$ cat config.mk
export PLATFORM = sky130hd
export DESIGN_NAME = overture_out_capture
export DESIGN_NICKNAME = d
export VERILOG_FILES = /design/src/rtl/overture_out_capture.sv
export SDC_FILE = /design/constraint.sdc
export NUM_CORES = 1
export LEC_CHECK = 0
export CORE_MARGIN = 2
export CORE_UTILIZATION = 50
export DETAILED_ROUTE_END_ITERATION = 12
export GPL_TIMING_DRIVEN = 0
export PLACE_DENSITY = 0.69
export SETUP_SLACK_MARGIN = 0.2
export SKIP_LAST_GASP = 1
export SYNTH_ARGS = -nofsm -noshare
export SYNTH_HDL_FRONTEND = slang
export SYNTH_SLANG_ARGS = --single-unit
$ cat constraint.sdc
create_clock -name clk -period 3 [get_ports clk]
set_clock_uncertainty 0.05 [all_clocks]
set_input_delay 0.45 -clock clk [delete_from_list [all_inputs] [get_ports clk]]
set_output_delay 0.45 -clock clk [all_outputs]
set_load 0.01 [all_outputs]
$ cat src/rtl/overture_out_capture.sv
// Captures every change on the overture CPU out_port into a FIFO drained by a valid/ready stream.
// Optional head pc tagging is enabled by defining OVERTURE_OUTCAP_PC_TAG_EN.
module overture_out_capture #(
  parameter int DEPTH = 16,
  localparam int AW = $clog2(DEPTH)
) (
  input  logic          clk,
  input  logic          reset,
  input  logic          run,
  input  logic          clear,
  input  logic [7:0]    cpu_out,
  input  logic [7:0]    cpu_pc,
  output logic          m_valid,
  input  logic          m_ready,
  output logic [7:0]    m_data,
  output logic [7:0]    m_pc,
  output logic [AW:0]   level,
  output logic          overflow,
  output logic [7:0]    drop_count
);

`ifdef OVERTURE_OUTCAP_PC_TAG_EN
  localparam int EW = 16;
`else
  localparam int EW = 8;
`endif

  logic [EW-1:0] mem [DEPTH];
  logic [EW-1:0] head;
  logic [EW-1:0] wdata;
  logic [AW-1:0] wr_ptr;
  logic [AW-1:0] rd_ptr;
  logic [AW:0]   count;
  logic [7:0]    prev_out;
  logic          prev_vld;
  logic          evt;
  logic          full;
  logic          pop;
  logic          push;
  logic          drop;
  logic          flush;

  assign flush = !reset || clear;
  assign full  = count == (AW+1)'(DEPTH);
  assign evt   = run && (!prev_vld || cpu_out != prev_out);
  assign pop   = m_valid && m_ready;
  assign push  = evt && (!full || pop);
  assign drop  = evt && full && !pop;

`ifdef OVERTURE_OUTCAP_PC_TAG_EN
  assign wdata = {cpu_pc, cpu_out};
`else
  assign wdata = cpu_out;
  logic unused_pc;
  assign unused_pc = ^cpu_pc;
`endif

  // Storage carries no reset; outputs are masked while empty instead.
  always_ff @(posedge clk) begin
    if (push && !flush) begin
      mem[wr_ptr] <= wdata;
    end
  end

  always_ff @(posedge clk) begin
    if (flush) begin
      wr_ptr     <= '0;
      rd_ptr     <= '0;
      count      <= '0;
      overflow   <= 1'b0;
      drop_count <= 8'h00;
      prev_out   <= 8'h00;
      prev_vld   <= 1'b0;
    end else begin
      if (push) begin
        wr_ptr <= wr_ptr + 1'b1;
      end
      if (pop) begin
        rd_ptr <= rd_ptr + 1'b1;
      end
      unique case ({push, pop})
        2'b10:   count <= count + 1'b1;
        2'b01:   count <= count - 1'b1;
        default: count <= count;
      endcase
      if (drop) begin
        overflow <= 1'b1;
        if (drop_count != 8'hFF) begin
          drop_count <= drop_count + 8'd1;
        end
      end
      if (run) begin
        prev_out <= cpu_out;
        prev_vld <= 1'b1;
      end
    end
  end

  assign head    = mem[rd_ptr];
  assign m_valid = count != '0;
  assign level   = count;
  assign m_data  = m_valid ? head[7:0] : 8'h00;

`ifdef OVERTURE_OUTCAP_PC_TAG_EN
  assign m_pc = m_valid ? head[15:8] : 8'h00;
`else
  assign m_pc = 8'h00;
`endif

endmodule

==> results of run 1 <==
registers in the layout, indices dropped and copies added, names as in the netlist, named ones only:
name,flops
drop_count,8
level,5
mem,128
overflow,1
prev_out,8
prev_vld,1
rd_ptr,4
wr_ptr,4
path summary, 6_finish.rpt:
path	from	endpoint	slack [ns]	cells after the start
max	register	m_data[5]	0.09	7
min	overflow	overflow	0.41	2
max reg2reg	level[0]	level[4]	0.25	9
min reg2reg	overflow	overflow	0.41	2
logic make-up after synthesis:
kind of cell / synth area share
other cells: 0.000561
mux: 0.150
buf+inv: 0.0225
xor+xnor: 0.0301
compound gates: 0.0208
simple gates: 0.0819
flops: 0.680
fa+ha+maj: 0.0150
worst max-delay path, cell delays in order, from the launching register on:
cell	delay, ns
dfxtp_2	0.33
clkbuf_16	0.17
buf_12	0.11
buf_16	0.11
mux4_2	0.53
mux4_2	0.48
nor2b_1	0.13
buf_2	0.14
cells in the mapped netlist (all sizes together) (3+ instances only):
cell type,count,area [µm²]
nor3,11,66.3
clkbuf,9,33.8
dfxtp,35,701
nor4,6,43.8
nor2b,9,56.3
xnor2,17,149
ha,8,100
mux4,40,901
edfxtp,128,3840
nand3,13,65.1
nand4,3,18.8
nand2,10,37.5
a21oi,6,30.0
o21ai,3,15.0
buf,14,90.1
nand2b,3,18.8
o21a,3,22.5
xor2,6,52.6
nor2,44,165
mux2i,10,100
inv,7,26.3
metrics by stage:
stage	cell area (µm²)	setup TNS [ns]	instances	setup slack (ns)	total power, mW
after CTS	8160	0	663	0.0656	4.81
after global routing	8300	0	670	0.0202	4.93
final	8300	0	670	0.0866	4.79
after global placement	7280	-104.75	619	-1.21	2.74
after detailed placement	7310	-103.83	621	-0.924	2.75
after floorplan	6710	0	408	0.460	2.64
power breakdown:
part	total, mW	internal, mW	switching, mW
registers	2.46	2.45	0.0118
logic	0.278	0.133	0.146
clock network	2.05	1.23	0.822
repair_timing:
item                                    CTS  global route
resized for setup                       107            13
buffers inserted                          8             7
endpoints found under the setup margin  141           117
cloned                                    2             0
pin swaps                                 1             3
per-layer routing:
layer | vias up | GRT usage | share of wire
li1 | 1697 | - | -
met1 | 1848 | 0.268 | 0.43
met2 | 113 | 0.327 | 0.50
met3 | 15 | 0.0542 | 0.057
met4 | 0 | 0.0699 | 0.013
met5 | - | 0 | 0
cell type report:
class / instances / area (µm²)
plain buffers: 23 / 201
clock buffers: 23 / 490
clock inverters: 9 / 76.3
fillers: 971 / 4830
inverters: 7 / 26.3
multi-input cells: 215 / 2150
flip-flops and latches: 163 / 4550
well taps: 176 / 220
repair buffers: 54 / 588
==> impl_metrics.toml, run 1 <==
[critical_path]
worstPathArrival_ns = 2.41
crit_required_ns = 2.50
cp_max_fo = 6
start_kind = "register"
end_kind = "output port"
critical_path_class = "reg2out"

[sta]
final_max_slew_viol_count = 0
hold_ws_ns = 0.412
period_share = 0.971
finalHoldViolations = 0
relSlewSlack = 0.456
clock.fmax_mhz = 343
rsz0062_at_grt = "yes"
min_period_ns = 2.91
tightestPinTransition_ns = 0.816
finalSetupViolations = 0

[die]
die_w_um = 120
dieHeight_um = 120
die_area_mm2 = 0.0143
core_area_mm2 = 0.0131
num_rows = 42
start_util = 0.509
ioPinCount = 52

[routing]
dr.pass1.iters = 4
drt_iter0_drc = 307
vias = 3673
ant_nets = 0
drc = 0
wl_per_cell_um = 20.3
avgViaCountPerCell = 5.48
wl_um = 13600

[power_and_ir_drop]
peakVddDrop_uv = 338
p_leak_nw = 2.69
p_per_area_mw_per_mm2 = 577

[synth]
ys_warn_count = 0
syn_area_mm2 = 0.00669
ys_seq_elements = 163
synth_flop_cell = "edfxtp_1"
synth-edff-count = 128
yosys.cell_types.count = 37
ys_async_sr_fraction = 0
syn_area_per_cell_um2 = 16.7
netlist_instances = 401
yosysSeqAreaShare = 0.680

[layout]
final_common_cell = "edfxtp_1"
area_growth_pct = 24.2
fin_nets = 510
final_core_util = 0.632
layout_common_cells = "edfxtp_1, mux4_2, dfxtp_1"
drive_gt1_frac = 0.302
antennaDiodeCount = 0

[cts]
cts_tree = "yes"
clk_latency_ns = 0.41
ctsLongestPathBuffers = 2
cts.clk_slew.worst_paths_ns = 0.06
cts_made_buffers = 17
cts.sinks = 163
h-tree-depth = 4
holdBufCountCts = 0
clockRootBuffer = "clkbuf_16"

[placement]
place_congestion = 0.808
port_buffers = 35
place_hpwl_um = 8530

[global_routing]
grt_pass1_wl_um = 20900
grt_max_degree = 19
grt_pass1_vias = 3706
grt-ovfl-total = 0
grt_usage = 0.202
grt_antenna_before_repair = 0

[hold_path]
hold_path.class = "reg2reg"

[outcome]
outcome = "completed"

[flow_run]
maxCapViolCount = 0
No activity file was read; power rests on OpenSTA's default activity.
==> inputs of run 2 (changes only) <==
- CAP_MARGIN: unset -> 10
- CORE_MARGIN: 2 -> unset
- PLACE_DENSITY: 0.69 -> 0.72
- clock period: 3 -> 2.6 ns (I/O delays scaled with it)
==> run 2 against run 1 <==
Net effect:
- the run now ends with setup timing left
- clock power grew 47%
- hold slack got worse by 0.056 ns
- global-route usage is 2.6 points higher
- clock-buffer cell count decreased by 5
- cell count rose by 1.2%
- sequential share of layout area is 2.3 points lower
- register-to-register slack got worse by 0.20 ns
- combinational power grew 24%
- total power rose by 29%
- die area shrank 3.3%
==> impl_metrics.toml, run 2 (synthesis results as in run 1) <==
[outcome]
outcome = "finished, violations left"
violations = "setup timing"

[sta]
finalSetupViolations = 8
finalHoldViolations = 0
relSlewSlack = 0.465
period_share = 1.11
rsz0062_at_grt = "yes"
setup_tns_ns = -2.01
clock.fmax_mhz = 347
tightestPinTransition_ns = 0.801
final_max_slew_viol_count = 0
min_period_ns = 2.88
worst_slack_ns = -0.282

[layout]
largest_reg_flops = 128
top_regs = "mem (128), drop_count (8), prev_out (8)"
final_common_cell = "edfxtp_1"
layout_common_cells = "edfxtp_1, mux4_2, dfxtp_1"
drive_gt1_frac = 0.350
antennaDiodeCount = 0
area_growth_pct = 29.9
top_register = "mem"
fin_nets = 522
final_cell_area_mm2 = 0.00869

[cts]
h-tree-depth = 4
holdBufCountCts = 0
clk_latency_ns = 0.42
cts.clk_slew.worst_paths_ns = 0.06
cts.sinks = 163
cts_tree = "yes"
ctsLongestPathBuffers = 2
clockRootBuffer = "clkbuf_16"
cts_made_buffers = 17

[critical_path]
worstPathArrival_ns = 2.44
start_kind = "register"
critPathMaxStageDelay_ns = 0.47
end_kind = "output port"
ff2ff_setup_slack_ns = 0.05
r2r_cells = 9
critical_path_class = "reg2out"
timing.rr.end = "level[4]"
cp_max_fo = 7
crit_required_ns = 2.16
r2r-start = "level[2]"
slowest_stage = "mux4_2"
crit_chain = "clkbuf_16 > buf_12 > buf_16 > buf_12 > mux4_2 > mux4_2 > nor2b_1 > buf_2"

[routing]
wl_per_cell_um = 22.1
ant_nets = 0
dr.pass1.iters = 4
vias = 3854
drc = 0
avgViaCountPerCell = 5.68
wl_um = 15000
drt_iter0_drc = 375

[placement]
placed_area_mm2 = 0.00730
port_buffers = 35
place_ws_ns = -1.29
place_congestion = 0.781
place_hpwl_um = 8670

[hold_path]
whs_path_depth = 1
min_to = "mem[9][1]"
min_from = "cpu_out[1]"
hold_path.class = "in2reg"

[die]
start_util = 0.521
dieHeight_um = 118
num_rows = 41
die_w_um = 118
core_area_mm2 = 0.0128
die_area_mm2 = 0.0138
ioPinCount = 52

[global_routing]
grt_pass1_wl_um = 22800
grt_max_degree = 19
grt_pass1_vias = 3917
grt-ovfl-total = 0
grt_antenna_before_repair = 0
grt_usage = 0.228

[power_and_ir_drop]
clkPwrFrac = 0.486
p_int_mw = 4.97
peakVddDrop_uv = 457
p_leak_nw = 2.83
power_mw = 6.19
p_seq_frac = 0.458
power_frac_comb = 0.056
swShare = 0.196
p_per_area_mw_per_mm2 = 713
p_sw_mw = 1.22

[flow_run]
maxCapViolCount = 0
run 2: cell types whose count changed in the layout (fill, tap and decap cells not counted), moves of 4 or more:
cell,delta
nand3_4,+4
buf_2,+8
bufinv_16,+7
clkdlybuf4s15_2,-7
buf_4,+8
buf_12,+6
nor2_2,-8
nor2_4,+8
nand3_1,-4
clkinv_2,-4
run 2: power groups by stage:
stage / logic [mW] / clock network [mW] / registers (mW)
2_1_floorplan: 0.156 / 0 / 2.89
3_3_place_gp: 0.271 / 0 / 2.89
3_5_place_dp: 0.280 / 0 / 2.89
4_1_cts: 0.318 / 3.01 / 2.84
5_1_grt: 0.367 / 3.12 / 2.84
6_report: 0.344 / 3.01 / 2.84
run 2: repair_timing:
| action | 4_1_cts | 5_1_grt |
|---|---|---|
| pin swaps | 10 | 7 |
| gates cloned | 2 | 0 |
| setup endpoints to repair | 154 | 138 |
| resized for setup | 130 | 24 |
| setup buffers | 21 | 8 |
run 2: per-layer routing:
metal  global-route usage  vias to the layer above  wire length, µm
li1                     -                     1719                -
met1                0.303                     1983             6120
met2                0.370                      133             7640
met3               0.0528                       19             1030
met4               0.0801                        0              226
met5                    0                        -                0
run 2: area by class of cell:
class                           instances  area, µm²
Multi-Input combinational cell        215       2280
Fill cell                             854       4140
Sequential cell                       163       4550
Timing Repair Buffer                   66        699
Inverter                                7       26.3
Buffer                                 23        199
Tap cell                              172        215
Clock buffer                           18        429
Clock inverter                         14        282
run 2: stage by stage:
step           utilization  instances  hold slack [ns]
2_1_floorplan            -        408            0.384
3_3_place_gp         0.568        615            0.390
3_5_place_dp         0.569        615            0.398
4_1_cts              0.666        670            0.346
5_1_grt              0.677        678            0.356
6_report             0.677        678            0.356
run 2: worst max-delay path: cells and delay by family (launching register included):
kind	cells	cell delay (ns)
flops	1	0.35
simple gates	1	0.13
mux	2	0.92
buf+inv	5	0.61
run 2: worst max path at each step:
stage / slack [ns] / to / cells past startpoint
global placement: -1.53 / mem[0][3] / 7
CTS: -0.29 / m_data[6] / 8
detailed placement: -1.29 / mem[9][3] / 7
global route: -0.36 / m_data[6] / 8
floorplan: 0.21 / m_data[0] / 5
finish: -0.28 / m_data[6] / 8
==> inputs of run 3 (changes only) <==
- GPL_TIMING_DRIVEN: 0 -> unset
==> run 3 against run 2 <==
Net effect:
- the flow still finishes with violations (setup timing)
- via count grew 0.13%
- first-iteration DRC count shrank 14%
- utilization shrank 0.82 points
- flip-flop and latch count is the same
- cell count grew 0.88%
- critical path depth shrank 1
- highest routed layer unchanged
==> impl_metrics.toml, run 3 (synthesis results as in run 1) <==
[outcome]
outcome = "finished, violations left"
violations = "setup timing"

[cts]
cts_tree = "yes"
cts.clk_slew.worst_paths_ns = 0.06
cts_made_buffers = 17
cts.sinks = 163
holdBufCountCts = 0
h-tree-depth = 4
clk_latency_ns = 0.42
ctsLongestPathBuffers = 2
clockRootBuffer = "clkbuf_16"

[global_routing]
grt_usage = 0.224
grt_util_met3 = 0.0388
grt_antenna_before_repair = 0
grt_pass1_vias = 4026
grt-ovfl-total = 0
grt_pass1_wl_um = 22700
grtUsageMet1 = 0.297
gr-max-usage-layer = "met2"
grt_use_met2 = 0.361
grt_max_degree = 33

[critical_path]
worstPathArrival_ns = 2.37
crit_required_ns = 2.16
slowest_stage = "mux4_2"
critical_path_class = "reg2out"
cpMostUsedCell = "mux4_2"
end_kind = "output port"
start_kind = "register"
crit_chain = "buf_12 > buf_6 > buf_16 > mux4_2 > mux4_2 > nor2b_1 > buf_2"
cp_max_fo = 5
critPathMaxStageDelay_ns = 0.50

[placement]
place_congestion = 0.844
place_hpwl_um = 8960
dp.cells = 637
port_buffers = 35

[sta]
tightestPinTransition_ns = 0.598
clock.fmax_mhz = 356
min_period_ns = 2.81
setup_tns_ns = -1.52
final_max_slew_viol_count = 0
period_share = 1.08
relSlewSlack = 0.601
finalSetupViolations = 8
finalHoldViolations = 0
rsz0062_at_grt = "yes"
worst_slack_ns = -0.206

[layout]
top_register = "mem"
largest_reg_flops = 128
area_growth_pct = 28.3
top_regs = "mem (128), drop_count (8), prev_out (8)"
fin_nets = 528
finalNonFillerCells = 684
layout_common_cells = "edfxtp_1, mux4_2, buf_4"
drive_gt1_frac = 0.334
final_common_cell = "edfxtp_1"
antennaDiodeCount = 0

[die]
ioPinCount = 52
num_rows = 41
core_area_mm2 = 0.0128
die_area_mm2 = 0.0138
die_w_um = 118
dieHeight_um = 118
start_util = 0.521

[power_and_ir_drop]
peakVddDrop_uv = 408
p_leak_nw = 2.86
p_per_area_mw_per_mm2 = 659

[routing]
wl_per_cell_um = 21.2
vias = 3859
avgViaCountPerCell = 5.64
wl_um = 14500
drt_iter0_drc = 323
ant_nets = 0
drc = 0
dr.pass1.iters = 5

[hold_path]
hold_path.class = "reg2reg"

[flow_run]
maxCapViolCount = 0
## run 3: changes by cell type in the layout (fill, tap and decap cells not counted), sizes merged
cell	change
clkdlybuf4s50	+2
bufinv	-6
dlymetal6s2s	+2
dlygate4sd2	+4
clkdlybuf4s15	-1
clkbuf	-6
clkinv	+3
buf	+8
clkdlybuf4s18	-1
clkinvlp	+1
## run 3: area by class of cell
class / count / area, µm²
fillers: 886 / 4240
well taps: 172 / 215
clock buffers: 20 / 447
clock inverters: 12 / 134
flip-flops and latches: 163 / 4550
inverters: 7 / 26.3
multi-input cells: 215 / 2140
repair buffers: 95 / 1070
## run 3: power by group
part,internal (mW),total (mW),switching [mW]
registers,2.82,2.83,0.0114
clock network,1.44,2.44,1.00
logic,0.191,0.378,0.188
## run 3: metrics by stage
stage                     hold slack, ns  area, µm²  power [mW]  setup WS [ns]  utilization
after floorplan                    0.384       6720        3.05          0.215            -
after global placement             0.387       7620        3.20         -0.330        0.594
after detailed placement           0.389       7620        3.21         -0.393        0.594
after global routing               0.422       8580        5.80         -0.267        0.669
final                              0.404       8580        5.65         -0.206        0.669
after CTS                          0.404       8450        5.64         -0.256        0.659
## run 3: metal layers
| metal | up-vias | part of all wire |
|---|---|---|
| met4 | 0 | 0.024 |
| met2 | 138 | 0.51 |
| li1 | 1739 | - |
| met1 | 1957 | 0.41 |
| met5 | - | 0 |
| met3 | 25 | 0.053 |
## run 3: final timing paths
path	from	endpoint	slack [ns]	cells after the start
setup / recovery	register	m_data[2]	-0.21	7
hold / removal	overflow	overflow	0.40	2
setup reg to reg	level[0]	level[4]	0.28	9
hold reg to reg	overflow	overflow	0.40	2
## run 3: timing repair
action	CTS	global route
endpoints found under the setup margin	75	67
setup buffers	7	4
cloned	4	0
gates resized for setup	63	20
pin swaps	10	7
## run 3: worst max-delay path: cells and delay by family (launching register included)
family	cells	cell delay [ns]
simple gates	1	0.14
flops	1	0.37
mux	2	0.98
buf+inv	4	0.46
